--- src/rtl/mux_scan_sequencer.sv ---
// Control stage for the mux16to1: latches a word, walks the mux select and returns the word as a serial stream.
// Optional MUX_SCAN_MSB_FIRST_EN reverses the scan direction (bit 15 first).
module mux_scan_sequencer #(
  parameter int HOLD_CYCLES = 1
) (
  input  logic        clk,
  input  logic        rst,
  input  logic        start,
  input  logic [15:0] load_data,
  output logic [15:0] mux_in,
  output logic [3:0]  sel,
  input  logic        mux_out,
  output logic        ser_bit,
  output logic        ser_valid,
  output logic        busy,
  output logic        done
);

  typedef enum logic [1:0] {
    S_IDLE,
    S_SHIFT,
    S_DONE
  } state_t;

  localparam logic [7:0] HOLD_LAST = 8'(HOLD_CYCLES - 1);

`ifdef MUX_SCAN_MSB_FIRST_EN
  localparam logic [3:0] FIRST_IDX = 4'd15;
  localparam logic [3:0] LAST_IDX  = 4'd0;
  localparam logic [3:0] SEL_STEP  = 4'hF;
`else
  localparam logic [3:0] FIRST_IDX = 4'd0;
  localparam logic [3:0] LAST_IDX  = 4'd15;
  localparam logic [3:0] SEL_STEP  = 4'd1;
`endif

  state_t      state, state_nxt;
  logic [7:0]  hold_cnt, hold_nxt;
  logic [15:0] mux_in_nxt;
  logic [3:0]  sel_nxt;
  logic        ser_bit_nxt, ser_valid_nxt, busy_nxt, done_nxt;

  always_ff @(posedge clk or posedge rst) begin
    if (rst) begin
      state     <= S_IDLE;
      hold_cnt  <= '0;
      mux_in    <= '0;
      sel       <= '0;
      ser_bit   <= 1'b0;
      ser_valid <= 1'b0;
      busy      <= 1'b0;
      done      <= 1'b0;
    end else begin
      state     <= state_nxt;
      hold_cnt  <= hold_nxt;
      mux_in    <= mux_in_nxt;
      sel       <= sel_nxt;
      ser_bit   <= ser_bit_nxt;
      ser_valid <= ser_valid_nxt;
      busy      <= busy_nxt;
      done      <= done_nxt;
    end
  end

  // Strobes and done are single-cycle, so they default low; everything else holds.
  always_comb begin
    state_nxt     = state;
    hold_nxt      = hold_cnt;
    mux_in_nxt    = mux_in;
    sel_nxt       = sel;
    ser_bit_nxt   = ser_bit;
    ser_valid_nxt = 1'b0;
    busy_nxt      = busy;
    done_nxt      = 1'b0;

    unique case (state)
      S_IDLE: begin
        if (start) begin
          mux_in_nxt = load_data;
          sel_nxt    = FIRST_IDX;
          hold_nxt   = '0;
          busy_nxt   = 1'b1;
          state_nxt  = S_SHIFT;
        end
      end

      S_SHIFT: begin
        if (hold_cnt != HOLD_LAST) begin
          hold_nxt = hold_cnt + 8'd1;
        end else begin
          ser_bit_nxt   = mux_out;
          ser_valid_nxt = 1'b1;
          hold_nxt      = '0;
          // The final index parks sel there so the last sampled position stays visible.
          if (sel == LAST_IDX) begin
            done_nxt  = 1'b1;
            state_nxt = S_DONE;
          end else begin
            sel_nxt = sel + SEL_STEP;
          end
        end
      end

      S_DONE: begin
        busy_nxt  = 1'b0;
        state_nxt = S_IDLE;
      end

      default: begin
        state_nxt = S_IDLE;
      end
    endcase
  end

endmodule

--- config.mk ---
export PLATFORM = sky130hd
export DESIGN_NAME = mux_scan_sequencer
export DESIGN_NICKNAME = d
export VERILOG_FILES = /design/src/rtl/mux_scan_sequencer.sv
export SDC_FILE = /design/constraint.sdc
export NUM_CORES = 1
export LEC_CHECK = 0
export CORE_AREA = 5 5 65 67
export DETAILED_ROUTE_END_ITERATION = 16
export DIE_AREA = 0 0 70 72
export HOLD_SLACK_MARGIN = 0.12
export PLACE_DENSITY = 0.86
export SYNTH_ARGS = -nofsm -noshare
export SYNTH_HDL_FRONTEND = slang
export SYNTH_SLANG_ARGS = --single-unit
--- constraint.sdc ---
create_clock -name clk -period 2.2 [get_ports clk]
set_clock_uncertainty 0.2 [all_clocks]
set_input_delay 0.22 -clock clk [delete_from_list [all_inputs] [get_ports clk]]
set_output_delay 0.22 -clock clk [all_outputs]
set_load 0.005 [all_outputs]
* Word-level counts from Yosys, hierarchy flattened
Index checks and enable logic that the tools add are counted. W data, S select, Z words.
Word-level totals: bits in registers 34, latch bits 0, RAM bits 0, ROM bits 0, bits of input ports 20, output and inout bits 24, logic and storage cells 46, memories kept 0
Operators by class: add/sub/neg operators 2, multipliers 0, divide/modulo/power cells 0, $lt $le $gt $ge 0, equality and inequality tests 7, shifts and indexed selects 0, multiplexer cells 18, bitwise gates (word level) 1, reduce and logical (&&, ||, !) cells 10
Operator list (count):
- $mux W8 | 2
- $pmux W8 S2 | 1
- $mux W4 | 3
- $add A8 B1 Y8 const B | 1
- $ne A2 B2 Y1 const B | 4
- $pmux W4 S2 | 1
- $reduce_and A2 Y1 | 4
- $reduce_bool A8 Y1 | 1
- $mux W1 | 6
- $mux W2 | 3
- $add A4 B1 Y4 const B | 1
- $eq A4 B4 Y1 const B | 1
- $pmux W2 S2 | 1
- $reduce_and A4 Y1 | 1
- $reduce_bool A2 Y1 | 2
- $reduce_and A3 Y1 | 1
- $eq A2 B1 Y1 const B | 1
- $eq A2 B2 Y1 const B | 1
- $logic_not A2 Y1 | 1
- $pmux W1 S2 | 1
- $not A1 Y1 | 1

* Logic depth before layout (Yosys ltp)
Gate-level depths: netlist (run 1).
depth in word-level cells 4, gate-level depth with buffers 5, depth with buffers taken out 5

* Least setup slack after synthesis (run 1)
No wires, ideal clock.
path kind register to register, from register hold_cnt[0], to register hold_cnt[4], arrival 1417 ps, data required time 1867 ps, setup slack 450 ps, cell stages (with the launch flop) 6, cells stage by stage dfrtp_1 > inv_1 > ha_1 > or4b_4 > o31ai_2 > a21oi_1
Between the ends: cells in the longest elaborated chain, start to end 3, elaborated cells on any way between the ends 4, classes of those cells add/sub (1); mux (2); reduce/logical (1)
RTL lines:
- start, declared | RTL line 38 | logic [7:0] hold_cnt, hold_nxt;
- start signal, assigned | RTL line 55 | hold_cnt <= hold_nxt;
- $add A8 B1 Y8 / $reduce_bool A8 Y1 (equally long branches) | RTL line 89, 88
- $mux W8 * | RTL line 88 | if (hold_cnt != HOLD_LAST) begin
- $pmux W8 S2 * | RTL line 76 | unique case (state)
Every way passes the cells marked *; elsewhere a longest branch is shown, timed or not. A chain may end at the register's enable or synchronous reset.

* Worst setup path after layout (run 1)
from register hold_cnt[0], to register ser_bit
Between the ends: cells in the longest elaborated chain, start to end 3
RTL lines:
- $reduce_bool A8 Y1 | RTL line 88
- $not A1 Y1 (no line)
- $reduce_and A2 Y1 (no line)
- end signal, assigned | RTL line 58 | ser_bit <= ser_bit_nxt;
- end, declared | RTL line 13 | output logic ser_bit,
Every way passes these cells.

==> flow_metrics.env, run 1 <==
export IMPL_r2r_start="hold_cnt[0]"
export IMPL_combPwrFrac=0.434
export IMPL_worstMarginPinSlew_ns=0.4256
export IMPL_cp_data_arrival_time_ns=1.95
export IMPL_wl_per_cell_um=13.43
export IMPL_top_layer="met4"
export IMPL_io_buffers=43
export IMPL_grt_pass1_vias=1305
export IMPL_grt_max_degree=35
export IMPL_synth_async_sr_flop_share=1.000
export IMPL_yosysMostFrequentCell="nand2_1"
export IMPL_critical_path_top_delay_family="simple AND/OR/NAND/NOR gates"
export IMPL_met1Wirelength_um=1516
export IMPL_p_clk_frac=0.167
export IMPL_grt_pass1_wl_um=5996
export IMPL_synth_top_cells_by_area="dfrtp_1 (53%), nand2_1 (13%), ha_1 (2.3%), a21oi_1 (2.2%), nand3_1 (1.9%)"
export IMPL_clock_latency_ns=0.34
export IMPL_nFillCells=303
export IMPL_cts_hold_buf=1
export IMPL_cts_buffers=5
export IMPL_power_leakage_nw=1.021
export IMPL_grt_usage=0.1479
export IMPL_slew_headroom=0.7162
export IMPL_drt_iter0_markers=82
export IMPL_synth_top_flop_cell="dfrtp_1"
export IMPL_cp_num_buf_inv=1
export IMPL_cts_htree_levels=2
export IMPL_synth_seq_cells=34
export IMPL_grt_antenna_before_repair=0
export IMPL_ys_warn_count=0
export IMPL_holdWs_ns=0.1948
export IMPL_cts_sinks=34
export IMPL_ys_top_cells_by_count="nand2_1 (54), dfrtp_1 (34), inv_1 (8)"
export IMPL_setup_tns_final_ns=0
export IMPL_reg2reg_setup_slack_ns=0.29
export IMPL_cpMaxStageDelayCell="dfrtp_1"
export IMPL_hpwl_um=2519
export IMPL_clock_path_buffers=2
export IMPL_clk_pin_slew_ns=0.11
export IMPL_worstPathMaxFanout=5
export IMPL_fmax_mhz=522.3
export IMPL_synth_top_cell_area_share=0.5325
export IMPL_post_drt_via_cell_ratio=5.200
export IMPL_yosysSeqAreaShare=0.5325
export IMPL_start_util=0.4465
export IMPL_synth_distinct_cells=38
export IMPL_total_power_w=0.002773
export IMPL_hold_class="in2reg"
export IMPL_min_period_ns=1.915
export IMPL_synth_area_per_cell_um2=9.863
export IMPL_num_io_pins=44
export IMPL_dr_total_vias=1352
export IMPL_syn_area_um2=1598
export IMPL_place_congestion=0.8346
export IMPL_start_kind="flip-flop"
export IMPL_syn_num_nets=185
export IMPL_ant_nets=0
export IMPL_grt_overflow_total=0
export IMPL_layout_nets=234
export IMPL_setup_viol=0
export IMPL_max_cap_violations=0
export IMPL_slew_violations=0
export IMPL_drive_gt1_frac=0.09434
export IMPL_p_sw_w=0.0009743
export IMPL_cp_required_ns=2.24
export IMPL_end_kind="flip-flop"
export IMPL_critPathMaxStageDelay_ns=0.43
export IMPL_regToRegEndpoint="ser_bit"
export IMPL_cp_cell_sequence="inv_1 -> ha_1 -> nor4b_4 -> nand3_1 -> mux2_2"
export IMPL_whs_path_depth=3
export IMPL_yosys_area_top_type="dfrtp_1"
export IMPL_die_h_um=72
export IMPL_wl_um=3491
export IMPL_internal_power_w=0.001798
export IMPL_post_route_drc_count=0
export IMPL_die_w_um=70
export IMPL_final_hold_viol_count=0
export IMPL_critPathKind="reg2reg"
export IMPL_power_density_nw_per_um2=1270
export IMPL_status="finished clean"
export IMPL_hp_start="load_data[14]"
export IMPL_rows=22
export IMPL_cts_tree="built"
export IMPL_route_met2_wl_um=1746
export IMPL_synth_enable_flop_cells=0
export IMPL_r2r_cells=5
export IMPL_syn_to_final_growth_pct=36.65
export IMPL_clock_root_buffer="clkbuf_4"
export IMPL_min_period_over_period=0.8703
export IMPL_first_pass_iters=4
export IMPL_post_cts_setup_buffers=0
export IMPL_fin_ws_ns=0.2853
export IMPL_cp_num_cells=5
export IMPL_rsz0062_at_grt="no"
export IMPL_dpl_worst_slack_ns=0.1229
export IMPL_fp_coreArea_um2=3578
export IMPL_swShare=0.3514
export IMPL_worstHoldEndpoint="mux_in[14]"
export IMPL_syn_inst=162
export IMPL_route_met3_wl_um=206
export IMPL_die_area_um2=5040
export IMPL_max_vdd_ir_drop_mv=0.5422
export IMPL_pwr_share_seq=0.399
export IMPL_n_antenna_cell=0
export IMPL_post_cts_resized=0
[cell families (layout without fill, tap and decap cells)]
kind of cell | Yosys count | count (layout) | share of synthesized area
buf+inv | 13 | 63 | 0.03915
xor+xnor | 1 | 1 | 0.005483
mux | 4 | 4 | 0.02662
compound gates | 21 | 21 | 0.1026
flops | 34 | 34 | 0.5325
fa+ha+maj | 3 | 3 | 0.02350
simple gates | 86 | 86 | 0.2702
[per-stage QoR]
| stage | cell area (um2) | instances | util |
|---|---|---|---|
| 5_1_grt | 2183 | 260 | 0.6101 |
| 2_1_floorplan | 1598 | 162 | - |
| 3_5_place_dp | 2091 | 251 | 0.5843 |
| 6_report | 2183 | 260 | 0.6101 |
| 4_1_cts | 2183 | 260 | 0.6101 |
| 3_3_place_gp | 2091 | 251 | 0.5843 |
[per-layer routing]
layer | up-vias | global-route usage
met1 | 644 | 0.1867
li1 | 653 | -
met5 | - | 0
met3 | 4 | 0.03740
met4 | 0 | 0.04468
met2 | 51 | 0.2518
[power by group through the flow]
stage	sequential (W)	combinational, W	clock [W]
5_1_grt	0.00115	0.00134	0.000504
6_report	0.00111	0.00120	0.000464
3_5_place_dp	0.00111	0.00121	0
4_1_cts	0.00110	0.00122	0.000473
2_1_floorplan	0.00108	0.000640	0
3_3_place_gp	0.00110	0.00117	0
[tightest hold or removal path: stages]
cell and delay (ns):
clkdlybuf4s50_1 0.39, nand2_1 0.06, nand2_1 0.04
[layout by cell type (no fill, tap or decap), types with 2 or more instances in the layout]
| cell type | n |
|---|---|
| nor3_1 | 3 |
| clkdlybuf4s50_1 | 43 |
| o31ai_1 | 3 |
| ha_1 | 3 |
| inv_1 | 8 |
| nand2_1 | 54 |
| nand4_1 | 2 |
| mux2i_1 | 2 |
| dfrtp_1 | 34 |
| or4_1 | 4 |
| clkinvlp_4 | 2 |
| nand2b_1 | 2 |
| mux2_2 | 2 |
| a21oi_1 | 7 |
| a41oi_1 | 2 |
| nor2_1 | 5 |
| a22o_1 | 2 |
| nand3_1 | 6 |
| clkbuf_4 | 5 |
| buf_4 | 2 |
[area by class of cell]
class	count	area, um2	share of cell area
clock inverter	3	45.04	0.02063
timing repair buffer	47	475.5	0.2178
clock buffer	5	37.54	0.01719
multi-input combinational	115	684.4	0.3135
tap	48	60.06	0.02751
sequential	34	850.8	0.3897
inverter	8	30.03	0.01375
[worst max-delay path by stage]
stage	slack [ns]	endpoint	startpoint
2_1_floorplan	0.45	hold_cnt[4]	hold_cnt[0]
3_3_place_gp	0.18	hold_cnt[4]	start
3_5_place_dp	0.12	hold_cnt[5]	start
4_1_cts	0.28	ser_bit	hold_cnt[0]
5_1_grt	0.17	ser_bit	hold_cnt[0]
6_report	0.29	ser_bit	hold_cnt[0]
[state kept, by name, indices dropped and copies added, names as in the netlist]
| register | flops |
|---|---|
| hold_cnt | 8 |
| mux_in | 16 |
| sel | 4 |
| ser_valid | 1 |
| ser_bit | 1 |
| busy | 1 |
| state | 2 |
| done | 1 |
Note: power is estimated with default switching activity, not from simulation.
==> run 2, diff against run 1 <==
ABC_AREA = 1   (was default)
CORE_AREA = 5 5 58 73   (was 5 5 65 67)
CTS_CLUSTER_DIAMETER = 150   (was default)
DIE_AREA = 0 0 63 78   (was 0 0 70 72)
PLACE_DENSITY = 0.87   (was 0.86)
==> flow_metrics.env, run 2 <==
export IMPL_status="finished clean"
export IMPL_post_cts_resized=0
export IMPL_hpwl_um=2457
export IMPL_first_pass_iters=4
export IMPL_stdcell_count=272
export IMPL_ys_warn_count=0
export IMPL_start_util=0.4554
export IMPL_yosys_area_top_type="dfrtp_1"
export IMPL_synth_distinct_cells=21
export IMPL_critPathKind="reg2out"
export IMPL_setup_tns_final_ns=0
export IMPL_num_io_pins=44
export IMPL_cts_hold_buf=0
export IMPL_synth_async_sr_flop_share=1.000
export IMPL_dr_total_vias=1294
export IMPL_power_density_nw_per_um2=1143
export IMPL_post_route_util=0.6152
export IMPL_die_h_um=78
export IMPL_grt_usage=0.1456
export IMPL_post_cts_setup_buffers=0
export IMPL_cp_cell_sequence="clkdlybuf4s50_1"
export IMPL_cts_htree_levels=2
export IMPL_largest_register_ffs=16
export IMPL_layout_common_cells="nand2_1 (76), clkdlybuf4s50_1 (43), dfrtp_1 (34)"
export IMPL_io_buffers=43
export IMPL_r2r_start="hold_cnt[0]"
export IMPL_grt_pass1_vias=1285
export IMPL_n_antenna_cell=0
export IMPL_final_common_cell="nand2_1"
export IMPL_clock_latency_ns=0.29
export IMPL_cpMaxStageDelayCell="clkdlybuf4s50_1"
export IMPL_nFillCells=290
export IMPL_clk_pin_slew_ns=0.07
export IMPL_slew_violations=0
export IMPL_synth_seq_cells=34
export IMPL_grt_max_degree=35
export IMPL_max_cap_violations=0
export IMPL_ys_top_cells_by_count="nand2_1 (76), dfrtp_1 (34), nand3_1 (13)"
export IMPL_fmax_mhz=606.8
export IMPL_place_congestion=0.7576
export IMPL_yosysSeqAreaShare=0.5410
export IMPL_drt_iter0_markers=16
export IMPL_cp_num_buf_inv=1
export IMPL_cts_buffers=5
export IMPL_final_hold_viol_count=0
export IMPL_post_drt_via_cell_ratio=4.757
export IMPL_top_register="mux_in"
export IMPL_grt_overflow_total=0
export IMPL_grt_pass1_wl_um=5595
export IMPL_cp_required_ns=1.78
export IMPL_synth_area_per_cell_um2=8.548
export IMPL_cp_data_arrival_time_ns=1.23
export IMPL_cts_sinks=34
export IMPL_synth_top_flop_cell="dfrtp_1"
export IMPL_worstMarginPinSlew_ns=0.4141
export IMPL_crit_path_start="sel[0]"
export IMPL_ant_nets=0
export IMPL_clock_root_buffer="clkbuf_8"
export IMPL_syn_inst=184
export IMPL_worstPathMaxFanout=5
export IMPL_fin_ws_ns=0.5519
export IMPL_yosysMostFrequentCell="nand2_1"
export IMPL_max_vdd_ir_drop_mv=0.6453
export IMPL_wl_um=3252
export IMPL_place_inst=264
export IMPL_min_period_ns=1.648
export IMPL_drive_gt1_frac=0.1030
export IMPL_post_route_drc_count=0
export IMPL_total_power_w=0.002429
export IMPL_die_area_um2=4914
export IMPL_grt_antenna_before_repair=0
export IMPL_min_period_over_period=0.7491
export IMPL_rows=24
export IMPL_synth_enable_flop_cells=0
export IMPL_critical_path_top_delay_family="buffers and inverters"
export IMPL_fp_coreArea_um2=3453
export IMPL_wl_per_cell_um=11.96
export IMPL_setup_viol=0
export IMPL_power_leakage_nw=1.080
export IMPL_hold_class="in2async"
export IMPL_syn_area_um2=1573
export IMPL_die_w_um=63
export IMPL_dpl_worst_slack_ns=0.5994
export IMPL_clock_path_buffers=2
export IMPL_start_kind="flip-flop"
export IMPL_top_regs="mux_in: 16 flops, hold_cnt: 8 flops, sel: 4 flops"
export IMPL_synth_top_cell_area_share=0.5410
export IMPL_critPathMaxStageDelay_ns=0.53
export IMPL_syn_num_nets=207
export IMPL_layout_nets=255
export IMPL_end_kind="output pin"
export IMPL_rsz0062_at_grt="no"
export IMPL_syn_to_final_growth_pct=35.08
export IMPL_synth_top_cells_by_area="dfrtp_1 (54%), nand2_1 (18%), nand2_4 (4.3%), nand3_1 (4.1%), inv_1 (2.9%)"
export IMPL_slew_headroom=0.7239
export IMPL_cts_tree="built"
## run 2: cell types whose count changed after synthesis, moves of 3 or more
cell | before | now
inv_2 | 0 | 5
nand3_1 | 6 | 13
nand2_1 | 54 | 76
nand2_4 | 0 | 6
inv_1 | 8 | 12
o21ai_1 | 0 | 4
nor2_1 | 5 | 10
o31ai_1 | 3 | 0
o21ai_0 | 1 | 4
a21oi_1 | 7 | 0
or4_1 | 4 | 0
## run 2: through the flow
step	hold WS, ns	cell area (um2)
2_1_floorplan	0.1296	1573
3_5_place_dp	0.2649	2029
3_3_place_gp	0.2652	2029
4_1_cts	0.1322	2125
5_1_grt	0.1725	2125
6_report	0.1179	2125
## run 2: worst paths after layout
check	end	cells past startpoint	slack, ns
max	sel[0]	1	0.55
min in group clk	mux_in[9]	3	0.27
max reg2reg	sel[3]	9	0.64
min	mux_in[12]	3	0.12
max in group asynchronous	sel[3]	3	1.38
min reg2reg	mux_in[7]	2	0.28
## run 2: kinds of logic (layout without fill, tap and decap cells)
family,Yosys count,count (layout),share of synthesized area
simple gates,112,112,0.3150
flops,34,34,0.5410
buf+inv,21,70,0.06524
compound gates,11,11,0.03819
fa+ha+maj,3,3,0.02387
xor+xnor,3,3,0.01671
## run 2: cell type report
type                            instances  area (um2)  area share
Inverter                               18       72.57     0.03416
Clock inverter                          2       12.51    0.005889
Clock buffer                            6       82.58     0.03887
Tap cell                               39       48.80     0.02297
Sequential cell                        34       850.8      0.4005
Multi-Input combinational cell        129       619.3      0.2915
Timing Repair Buffer                   44       437.9      0.2061
## run 2: power by group
part | internal [W] | switching (W)
Sequential | 0.000829 | 0.000137
Combinational | 0.000534 | 0.000459
Clock | 0.000251 | 0.000218
## run 2: routing by layer
| metal | share of wire | up-vias | wire [um] | global-route usage |
|---|---|---|---|---|
| met2 | 0.51 | 31 | 1665 | 0.2454 |
| met1 | 0.41 | 591 | 1341 | 0.1530 |
| met5 | 0 | - | 0 | 0 |
| met3 | 0.053 | 8 | 172 | 0.05925 |
| li1 | - | 664 | - | - |
| met4 | 0.022 | 0 | 72 | 0.07856 |
